**src/rtl/ela_pkg.sv**
```systemverilog
// Shared definitions for the ELA frame readback path: geometry defaults,
// reader FSM encoding and the pixel entry carried through the output FIFO.
package ela_pkg;

    localparam int DEF_IMG_W  = 32;
    localparam int DEF_IMG_H  = 32;
    localparam int DEF_ADDR_W = 10;
    localparam int DEF_DATA_W = 8;

    typedef enum logic [1:0] {
        S_IDLE,
        S_READ,
        S_DRAIN,
        S_DONE
    } state_t;

    typedef struct packed {
        logic [DEF_DATA_W-1:0] data;
        logic                  eol;
        logic                  eof;
    } pix_t;

endpackage

```
**src/rtl/ela_rd_fifo2.sv**
```systemverilog
// Two-entry FIFO of tagged pixels feeding the frame reader's output port.
// Producer must never push into a full FIFO without a simultaneous pop.
module ela_rd_fifo2
    import ela_pkg::*;
(
    input  logic       clk,
    input  logic       rst,
    input  logic       push,
    input  pix_t       push_entry,
    input  logic       pop,
    output pix_t       head,
    output logic [1:0] count
);

    pix_t slots [2];
    logic wr_ptr;
    logic rd_ptr;

    always_ff @(posedge clk) begin
        if (rst) begin
            for (int unsigned i = 0; i < 2; i++) begin
                slots[i] <= '0;
            end
            wr_ptr <= 1'b0;
            rd_ptr <= 1'b0;
            count  <= '0;
        end else begin
            if (push) begin
                slots[wr_ptr] <= push_entry;
                wr_ptr        <= ~wr_ptr;
            end
            if (pop) begin
                rd_ptr <= ~rd_ptr;
            end
            count <= count + 2'(push) - 2'(pop);
        end
    end

    assign head = slots[rd_ptr];

endmodule

```
**src/rtl/ela_frame_reader.sv**
```systemverilog
// Reads the finished deinterlaced frame back in raster order and streams it
// out with row/frame markers. Optional checksum port: ELA_RD_CHECKSUM_EN.
module ela_frame_reader
    import ela_pkg::*;
#(
    parameter int IMG_W  = DEF_IMG_W,
    parameter int IMG_H  = DEF_IMG_H,
    parameter int ADDR_W = DEF_ADDR_W,
    parameter int DATA_W = DEF_DATA_W
) (
    input  logic              clk,
    input  logic              rst,
    input  logic              start,
    output logic              mem_ren,
    output logic [ADDR_W-1:0] mem_addr,
    input  logic [DATA_W-1:0] mem_rdata,
    output logic              out_valid,
    input  logic              out_ready,
    output logic [DATA_W-1:0] out_data,
    output logic              out_eol,
    output logic              out_eof,
    output logic              busy,
    output logic              frame_done
`ifdef ELA_RD_CHECKSUM_EN
    ,
    output logic [15:0]       checksum
`endif
);

    localparam int COL_W = (IMG_W > 1) ? $clog2(IMG_W) : 1;
    localparam int ROW_W = (IMG_H > 1) ? $clog2(IMG_H) : 1;

    state_t           state;
    logic [COL_W-1:0] col;
    logic [ROW_W-1:0] row;

    // Tags of the read currently on the bus, then of the one whose data is returning.
    logic ren_eol, ren_eof;
    logic pend_valid, pend_eol, pend_eof;

    pix_t       skid;
    logic       skid_valid;
    pix_t       head;
    pix_t       push_entry;
    logic [1:0] fifo_count;
    logic [2:0] occupancy;
    logic       push, pop, room, credit_ok, issue, last_col, last_row;

    // A read already on the bus when the consumer stalls lands in the skid slot,
    // so counting only that read as in flight keeps full rate without loss.
    always_comb begin
        last_col   = (col == COL_W'(IMG_W - 1));
        last_row   = (row == ROW_W'(IMG_H - 1));
        pop        = out_valid & out_ready;
        room       = (fifo_count < 2'd2) | pop;
        push       = (skid_valid | pend_valid) & room;
        push_entry = skid_valid ? skid : pix_t'{data: mem_rdata, eol: pend_eol, eof: pend_eof};
        occupancy  = 3'(fifo_count) + 3'(skid_valid) + 3'(mem_ren) - 3'(pop);
        credit_ok  = (occupancy < 3'd2);
        issue      = (((state == S_IDLE) || (state == S_DONE)) && start)
                   || ((state == S_READ) && credit_ok);
    end

    always_ff @(posedge clk) begin
        if (rst) begin
            state      <= S_IDLE;
            busy       <= 1'b0;
            frame_done <= 1'b0;
            mem_ren    <= 1'b0;
            mem_addr   <= '0;
            col        <= '0;
            row        <= '0;
            ren_eol    <= 1'b0;
            ren_eof    <= 1'b0;
            pend_valid <= 1'b0;
            pend_eol   <= 1'b0;
            pend_eof   <= 1'b0;
            skid       <= '0;
            skid_valid <= 1'b0;
`ifdef ELA_RD_CHECKSUM_EN
            checksum   <= '0;
`endif
        end else begin
            mem_ren    <= issue;
            pend_valid <= mem_ren;
            pend_eol   <= ren_eol;
            pend_eof   <= ren_eof;

            if (issue) begin
                mem_addr <= ADDR_W'({row, col});
                ren_eol  <= last_col;
                ren_eof  <= last_col & last_row;
                col      <= last_col ? '0 : col + 1'b1;
                if (last_col) begin
                    row <= last_row ? '0 : row + 1'b1;
                end
            end

            if (skid_valid & room) begin
                skid_valid <= 1'b0;
            end else if (pend_valid & ~room) begin
                skid       <= push_entry;
                skid_valid <= 1'b1;
            end

`ifdef ELA_RD_CHECKSUM_EN
            if (pop) begin
                checksum <= checksum + 16'(head.data);
            end
`endif

            case (state)
                S_IDLE, S_DONE: begin
                    if (start) begin
                        state      <= S_READ;
                        busy       <= 1'b1;
                        frame_done <= 1'b0;
`ifdef ELA_RD_CHECKSUM_EN
                        checksum   <= '0;
`endif
                    end
                end
                S_READ: begin
                    if (issue && last_col && last_row) begin
                        state <= S_DRAIN;
                    end
                end
                S_DRAIN: begin
                    if (pop && head.eof) begin
                        state      <= S_DONE;
                        busy       <= 1'b0;
                        frame_done <= 1'b1;
                    end
                end
                default: state <= S_IDLE;
            endcase
        end
    end

    ela_rd_fifo2 u_fifo (
        .clk       (clk),
        .rst       (rst),
        .push      (push),
        .push_entry(push_entry),
        .pop       (pop),
        .head      (head),
        .count     (fifo_count)
    );

    assign out_valid = (fifo_count != 2'd0);
    assign out_data  = head.data;
    assign out_eol   = head.eol;
    assign out_eof   = head.eof;

endmodule

```
**config.mk**
```make
export PLATFORM = sky130hd
export DESIGN_NAME = ela_frame_reader
export DESIGN_NICKNAME = d
export VERILOG_FILES = /design/src/rtl/ela_pkg.sv /design/src/rtl/ela_rd_fifo2.sv /design/src/rtl/ela_frame_reader.sv
export SDC_FILE = /design/constraint.sdc
export NUM_CORES = 1
export LEC_CHECK = 0
export BUFFER_PORTS_ARGS = -buffer_cell sky130_fd_sc_hd__buf_2
export CAP_MARGIN = 20
export CORE_MARGIN = 2
export CORE_UTILIZATION = 50
export DETAILED_ROUTE_END_ITERATION = 8
export PLACE_DENSITY = 0.73
export SYNTH_ARGS = -nofsm -noshare
export SYNTH_HDL_FRONTEND = slang
export SYNTH_HIERARCHICAL = 1
export SYNTH_SLANG_ARGS = --single-unit
export TNS_END_PERCENT = 100
```
**constraint.sdc**
```tcl
create_clock -name clk -period 3.3 [get_ports clk]
set_clock_uncertainty 0.2 [all_clocks]
set_input_delay 0.66 -clock clk [delete_from_list [all_inputs] [get_ports clk]]
set_output_delay 0.66 -clock clk [all_outputs]
set_load 0.03 [all_outputs]
```
==> results.ini, run 1 <==
[status]
outcome = completed

[clock_network]
cts_root_buf = clkbuf_8
post-cts-setup-buffer-count = 0
numCtsBuffers = 9
clkLatencyLatePin_ns = 0.33
htree_num_levels = 3
numClockSinks = 66
cts_tree = yes
clk_path_buf_depth = 2
clkTransAtPathRegs_ns = 0.07
cts_hold_buf = 0

[worst_setup_path]
startpoint = u_fifo/count[0]$_SDFF_PP0_
cp_data_arrival_time_ns = 3.28
cp-start-kind = register
path_cells = or2_4 > and2_4 > ha_4 > inv_1 > ha_1 > a21o_1 > fa_2 > xnor2_4 > o31a_1 > or4_4 > a21oi_2
critPathRequiredTime_ns = 3.37
r2r_start = u_fifo/count[0]$_SDFF_PP0_
r2r_cells = 11
crit_path_end = row[3]$_SDFFE_PP0P_
r2r_end = row[3]$_SDFFE_PP0P_
critPathSlowestCell = or4_4
cp_slowest_stage_delay_ns = 0.49
ff2ff_setup_slack_ns = 0.09
cp_max_fo = 5
crit_type = reg2reg
cp-end-kind = register

[floorplanning]
fp.dieH_um = 81.1
core_um2 = 5820
die-area_um2 = 6580
start_util_pct = 51.1
placementRows = 28
io_pins = 36
die_w_um = 81.1

[synthesis]
postSynth.asyncResetShare_pct = 0
synth_edf_count = 20
synthFlopType = dfxtp_1
ys_types = 38
syn_area_um2 = 2970
syn-num-nets = 318
syn_area_per_cell_um2 = 10.1
ys_warn_count = 6
syn_inst = 294
synth_seq_area_share_pct = 51.2
yosysTopAreaCellShare_pct = 31.0
ys_ff_latch = 66
yosys-top-cells-area = dfxtp_1 (31%), edfxtp_1 (20%), mux2_2 (8.3%), nor2_1 (5.8%), ha_1 (4.6%)
synth_largest_area_cell = dfxtp_1

[route]
wire_per_inst_um = 13.0
wl_mm = 5.47
dr.pass1.iters = 4
drc_errors = 0
antenna_left = 0
drt-vias-per-instance = 5.17
drt_iter0_markers = 121
num_vias = 2170

[layout]
design_area_um2 = 3520
layout-drive-gt1-share_pct = 29.0
nets = 364
most-common-layout-cells = nor2_1 (46), dfxtp_1 (45), buf_2 (35)
stdcell_count = 420
final_common_cell = nor2_1
syn2layout_area_growth_pct = 18.5
antenna_cells = 0

[sta]
worst_pin_slew_ns = 0.639
setup_viol = 0
drv_slew = 0
period_needed_ns = 3.21
final_hold_viol_count = 0
max-slew-margin-rel_pct = 57.4
fmax_ghz = 0.311
post-route-period-util_pct = 97.4
tns_ns = 0

[global_routing]
grtUsageTotal_pct = 17.9
grt_pass1_wl_mm = 8.98
grt_max_degree = 32
antenna_found_initial = 0
grt_pass1_vias = 2090
overflow = 0

[job]
max-cap-violations = 0

[place]
place_area_um2 = 3270
io_buffers = 35
place_congestion = 0.798
dpl.cell_count = 404
post-dp-hpwl_mm = 3.74

[power]
power_density_nw_per_um2 = 704
finalPower_mw = 2.48
peakVddDrop_v = 0.000457
leakagePower_nw = 1.41

[hold_path]
hold_class = reg2reg

## worst max-delay path: cells and delay by family (launching register included)
kind	cells	cell delay [ns]
AND/OR/NAND/NOR	3	0.87
XOR/XNOR	1	0.16
buffers and inverters	1	0.03
flip-flops	1	0.32
adder cells (fa/ha/maj)	3	0.94
AO/OA/AOI/OAI	3	0.63
## how the worst min path moves through the flow
stage                                  start                  endpoint  slack (ns)  cells past startpoint
floorplan               ren_eol$_SDFFE_PP0N_       pend_eol$_SDFF_PP0_        0.24                      1
detailed placement  mem_addr[2]$_SDFFE_PP0N_  mem_addr[2]$_SDFFE_PP0N_        0.24                      2
finish              mem_addr[2]$_SDFFE_PP0N_  mem_addr[2]$_SDFFE_PP0N_        0.26                      2
CTS                 mem_addr[1]$_SDFFE_PP0N_  mem_addr[1]$_SDFFE_PP0N_        0.26                      2
global placement    mem_addr[0]$_SDFFE_PP0N_  mem_addr[0]$_SDFFE_PP0N_        0.24                      2
global route        mem_addr[3]$_SDFFE_PP0N_  mem_addr[3]$_SDFFE_PP0N_        0.28                      2
## power by group
part           switching, mW  internal [mW]  leakage, nW
clock                  0.297          0.344       0.0897
sequential            0.0698          0.936        0.581
combinational          0.473          0.360        0.744
total                  0.840           1.64         1.41
## layer usage
metal	track usage, %	up-vias	routed length (um)
met5	0	-	0
met2	32.2	46	2750
met4	7.12	0	80
li1	-	1093	-
met3	4.44	8	252
met1	20.1	1023	2390
## state kept, by name, indices dropped and copies added (netlist names), named ones only
register / flops
col: 5
skid: 10
pend_eof: 1
ren_eol: 1
u_fifo/rd_ptr: 1
u_fifo/slots: 20
pend_valid: 1
pend_eol: 1
u_fifo/count: 2
skid_valid: 1
mem_ren: 1
u_fifo/wr_ptr: 1
state: 2
mem_addr: 10
row: 5
ren_eof: 1
frame_done: 1
busy: 1
## cells in the mapped netlist (2+ instances only)
master and n:
edfxtp_1 20, a21oi_1 24, nand2b_1 13, nor3_1 2, nand2_1 31, nor2b_1 5, buf_1 2, inv_1 10
ha_1 11, nor2_1 46, buf_6 2, or4b_1 2, mux2_2 22, nand3_1 3, o21ai_0 8, xnor2_1 2
nand2b_4 3, buf_2 3, or4_1 3, a31oi_1 2, clkbuf_1 6, and3_1 3, mux2i_1 11, dfxtp_1 46
## what timing repair did
item                                    CTS  global route
endpoints found under the setup margin    0             8
resized for setup                         0            13
hold endpoints to repair                  0             0
## per-stage QoR
stage,util [%],setup slack [ns],hold slack (ns)
after floorplan,-,0.0245,0.238
after global placement,56.3,-0.0980,0.238
after detailed placement,56.3,-0.186,0.243
after CTS,59.5,0.0202,0.257
after global routing,60.6,-0.0161,0.284
final,60.6,0.0858,0.256
## kinds of logic (layout without fill, tap and decap cells)
family / Yosys count / in the layout / synth area share [%]
AO/OA/AOI/OAI: 41 / 41 / 7.66
adder cells (fa/ha/maj): 12 / 12 / 5.31
XOR/XNOR: 3 / 3 / 1.35
multiplexers: 33 / 33 / 12.0
flip-flops: 66 / 66 / 51.2
buffers and inverters: 24 / 75 / 3.79
AND/OR/NAND/NOR: 115 / 115 / 18.7
## layout make-up
cell class | count | area (um2)
Clock inverter | 6 | 58.8
Tap cell | 75 | 93.8
Clock buffer | 10 | 128
Inverter | 10 | 37.5
Multi-Input combinational cell | 204 | 1400
Fill cell | 528 | 2290
Sequential cell | 66 | 1520
Timing Repair Buffer | 49 | 280
Note: power is estimated with default switching activity, not from simulation.
==> run 2, diff against run 1 <==
Settings changed: CELL_PAD_IN_SITES_DETAIL_PLACEMENT set to 1, CELL_PAD_IN_SITES_GLOBAL_PLACEMENT set to 2, CORE_UTILIZATION 50 to 33, PLACE_DENSITY 0.73 to unset, PLACE_DENSITY_LB_ADDON set to 0.1.
==> results.ini, run 2 (synthesis results as in run 1) <==
[floorplanning]
die-area_um2 = 9780  ; was 6580 um2
io_pins = 36  ; unchanged
start_util_pct = 34.1  ; was 51.1%
die_w_um = 98.9  ; was 81.1 um
core_um2 = 8720  ; was 5820 um2
placementRows = 34  ; was 28
fp.dieH_um = 98.9  ; was 81.1 um

[power]
comb_power_share_pct = 33.0  ; was 33.6%
peakVddDrop_v = 0.000290  ; was 0.000457 V
p_int_mw = 1.72  ; was 1.64 mW
power_density_nw_per_um2 = 718  ; was 704 nW/um2
leakagePower_nw = 1.43  ; was 1.41 nW
p_clk_share_pct = 28.2  ; was 25.9%
swShare_pct = 33.9  ; about the same
switching_power_mw = 0.881  ; was 0.840 mW
power_frac_seq_pct = 38.8  ; was 40.6%

[status]
outcome = completed  ; unchanged

[sta]
whs_ns = 0.254  ; was 0.256 ns
setup_viol = 0  ; unchanged
max-slew-margin-rel_pct = 56.9  ; was 57.4%
final_hold_viol_count = 0  ; unchanged
rsz0062_at_grt = no
period_needed_ns = 3.18  ; was 3.21 ns
drv_slew = 0  ; unchanged
fmax_ghz = 0.315  ; was 0.311 GHz
post-route-period-util_pct = 96.3  ; was 97.4%
worst_pin_slew_ns = 0.647  ; was 0.639 ns

[global_routing]
grt_pass1_wl_mm = 10.7  ; was 8.98 mm
antenna_found_initial = 0  ; unchanged
overflow = 0  ; unchanged
grt_pass1_vias = 2220  ; was 2,090
grtUsageTotal_pct = 13.8  ; was 17.9%
grt_max_degree = 44  ; was 32

[clock_network]
numCtsBuffers = 9  ; unchanged
htree_num_levels = 3  ; unchanged
cts_root_buf = clkbuf_8  ; unchanged
clkLatencyLatePin_ns = 0.34  ; was 0.33 ns
cts_tree = yes  ; unchanged
clkTransAtPathRegs_ns = 0.08  ; was 0.07 ns
numClockSinks = 66  ; unchanged
clk_path_buf_depth = 2  ; unchanged

[place]
place_area_um2 = 3330  ; was 3270 um2
place_congestion = 0.799  ; was 0.798
post-dp-hpwl_mm = 4.49  ; was 3.74 mm
io_buffers = 35  ; unchanged
dpl.cell_count = 437  ; was 404

[hold_path]
hold_class = reg2reg  ; unchanged

[worst_setup_path]
critPathRequiredTime_ns = 3.37  ; about the same
cp-start-kind = register  ; unchanged
cp-end-kind = register  ; unchanged
crit_type = reg2reg  ; unchanged
cp_data_arrival_time_ns = 3.25  ; was 3.28 ns
cp_max_fo = 5  ; unchanged

[layout]
most-common-layout-cells = nor2_1 (46), dfxtp_1 (44), buf_2 (35)  ; was nor2_1 (46), dfxtp_1 (45), buf_2 (35)
layout-drive-gt1-share_pct = 29.8  ; was 29.0%
syn2layout_area_growth_pct = 21.9  ; was 18.5%
largestRegisters = u_fifo/slots (20), mem_addr (10), skid (10)  ; unchanged
nFillCells = 979  ; was 528
nets = 365  ; was 364
design_area_um2 = 3620  ; was 3520 um2
largest-register = u_fifo/slots  ; unchanged
largest_reg_flops = 20  ; unchanged
stdcell_count = 454  ; was 420
final_common_cell = nor2_1  ; unchanged
antenna_cells = 0  ; unchanged

[job]
max-cap-violations = 0  ; unchanged

[route]
drt_iter0_markers = 31  ; was 121
wl_mm = 6.39  ; was 5.47 mm
drt-vias-per-instance = 4.79  ; was 5.17
dr.pass1.iters = 4  ; unchanged
drc_errors = 0  ; unchanged
wire_per_inst_um = 14.1  ; was 13.0 um
num_vias = 2173  ; was 2,170
antenna_left = 0  ; unchanged

run 2: changes by cell type in the layout (fill, tap and decap cells not counted), sizes merged:
| cell | before | now |
|---|---|---|
| buf | 49 | 50 |
| bufinv | 1 | 2 |
| clkinvlp | 2 | 1 |
run 2: repair_timing:
action                     CTS  global route
gates cloned                 0             0
pin swaps                    0            10
setup endpoints to repair    6             8
hold buffers                 0             0
resized for setup            2            13
setup buffers                0             1
run 2: layout make-up:
class	instances	area, um2	area share (%)
tap	108	135	3.73
timing repair buffer	50	300	8.29
inverter	10	37.5	1.04
multi-input combinational	204	1420	39.1
clock buffer	10	128	3.52
clock inverter	6	81.3	2.25
sequential	66	1520	42.1
run 2: critical path: stages (launching register included):
cell and delay, ns:
dfxtp_2 0.32, or2_4 0.24, and2_4 0.15, ha_4 0.25
inv_2 0.04, ha_4 0.22, a21o_1 0.17, fa_2 0.40
xnor2_4 0.17, o31a_1 0.33, buf_4 0.16, or4_1 0.39
o21ai_1 0.08
run 2: path summary, 6_finish.rpt:
path                         startpoint                       end  slack (ns)  cells past startpoint
max          u_fifo/count[1]$_SDFF_PP0_       row[0]$_SDFFE_PP0P_        0.12                     12
min            mem_addr[8]$_SDFFE_PP0N_  mem_addr[8]$_SDFFE_PP0N_        0.25                      2
max reg2reg  u_fifo/count[1]$_SDFF_PP0_       row[0]$_SDFFE_PP0P_        0.12                     12
min reg2reg    mem_addr[8]$_SDFFE_PP0N_  mem_addr[8]$_SDFFE_PP0N_        0.25                      2
run 2: routing by layer:
metal | part of all wire [%] | GRT usage (%)
met1 | 44 | 16.9
met2 | 51 | 23.6
met3 | 3.5 | 3.55
met4 | 1.0 | 4.43
met5 | 0 | 0
run 2: metrics by stage:
| stage | utilization [%] | worst slack, ns | power [mW] | TNS (ns) |
|---|---|---|---|---|
| after floorplan | - | 0.0245 | 1.59 | 0 |
| after global placement | 38.1 | -0.135 | 1.81 | -1.04 |
| final | 41.5 | 0.121 | 2.60 | 0 |
| after global routing | 41.5 | 0.0158 | 2.77 | 0 |
| after CTS | 40.7 | 0.0381 | 2.59 | 0 |
| after detailed placement | 38.1 | -0.237 | 1.83 | -2.92 |
run 2: power by group through the flow:
stage	clock, mW	sequential [mW]	combinational, mW
final	0.732	1.01	0.858
after global routing	0.790	1.02	0.961
after CTS	0.758	1.01	0.818
after detailed placement	0	1.03	0.804
after global placement	0	1.02	0.791
after floorplan	0	1.04	0.550
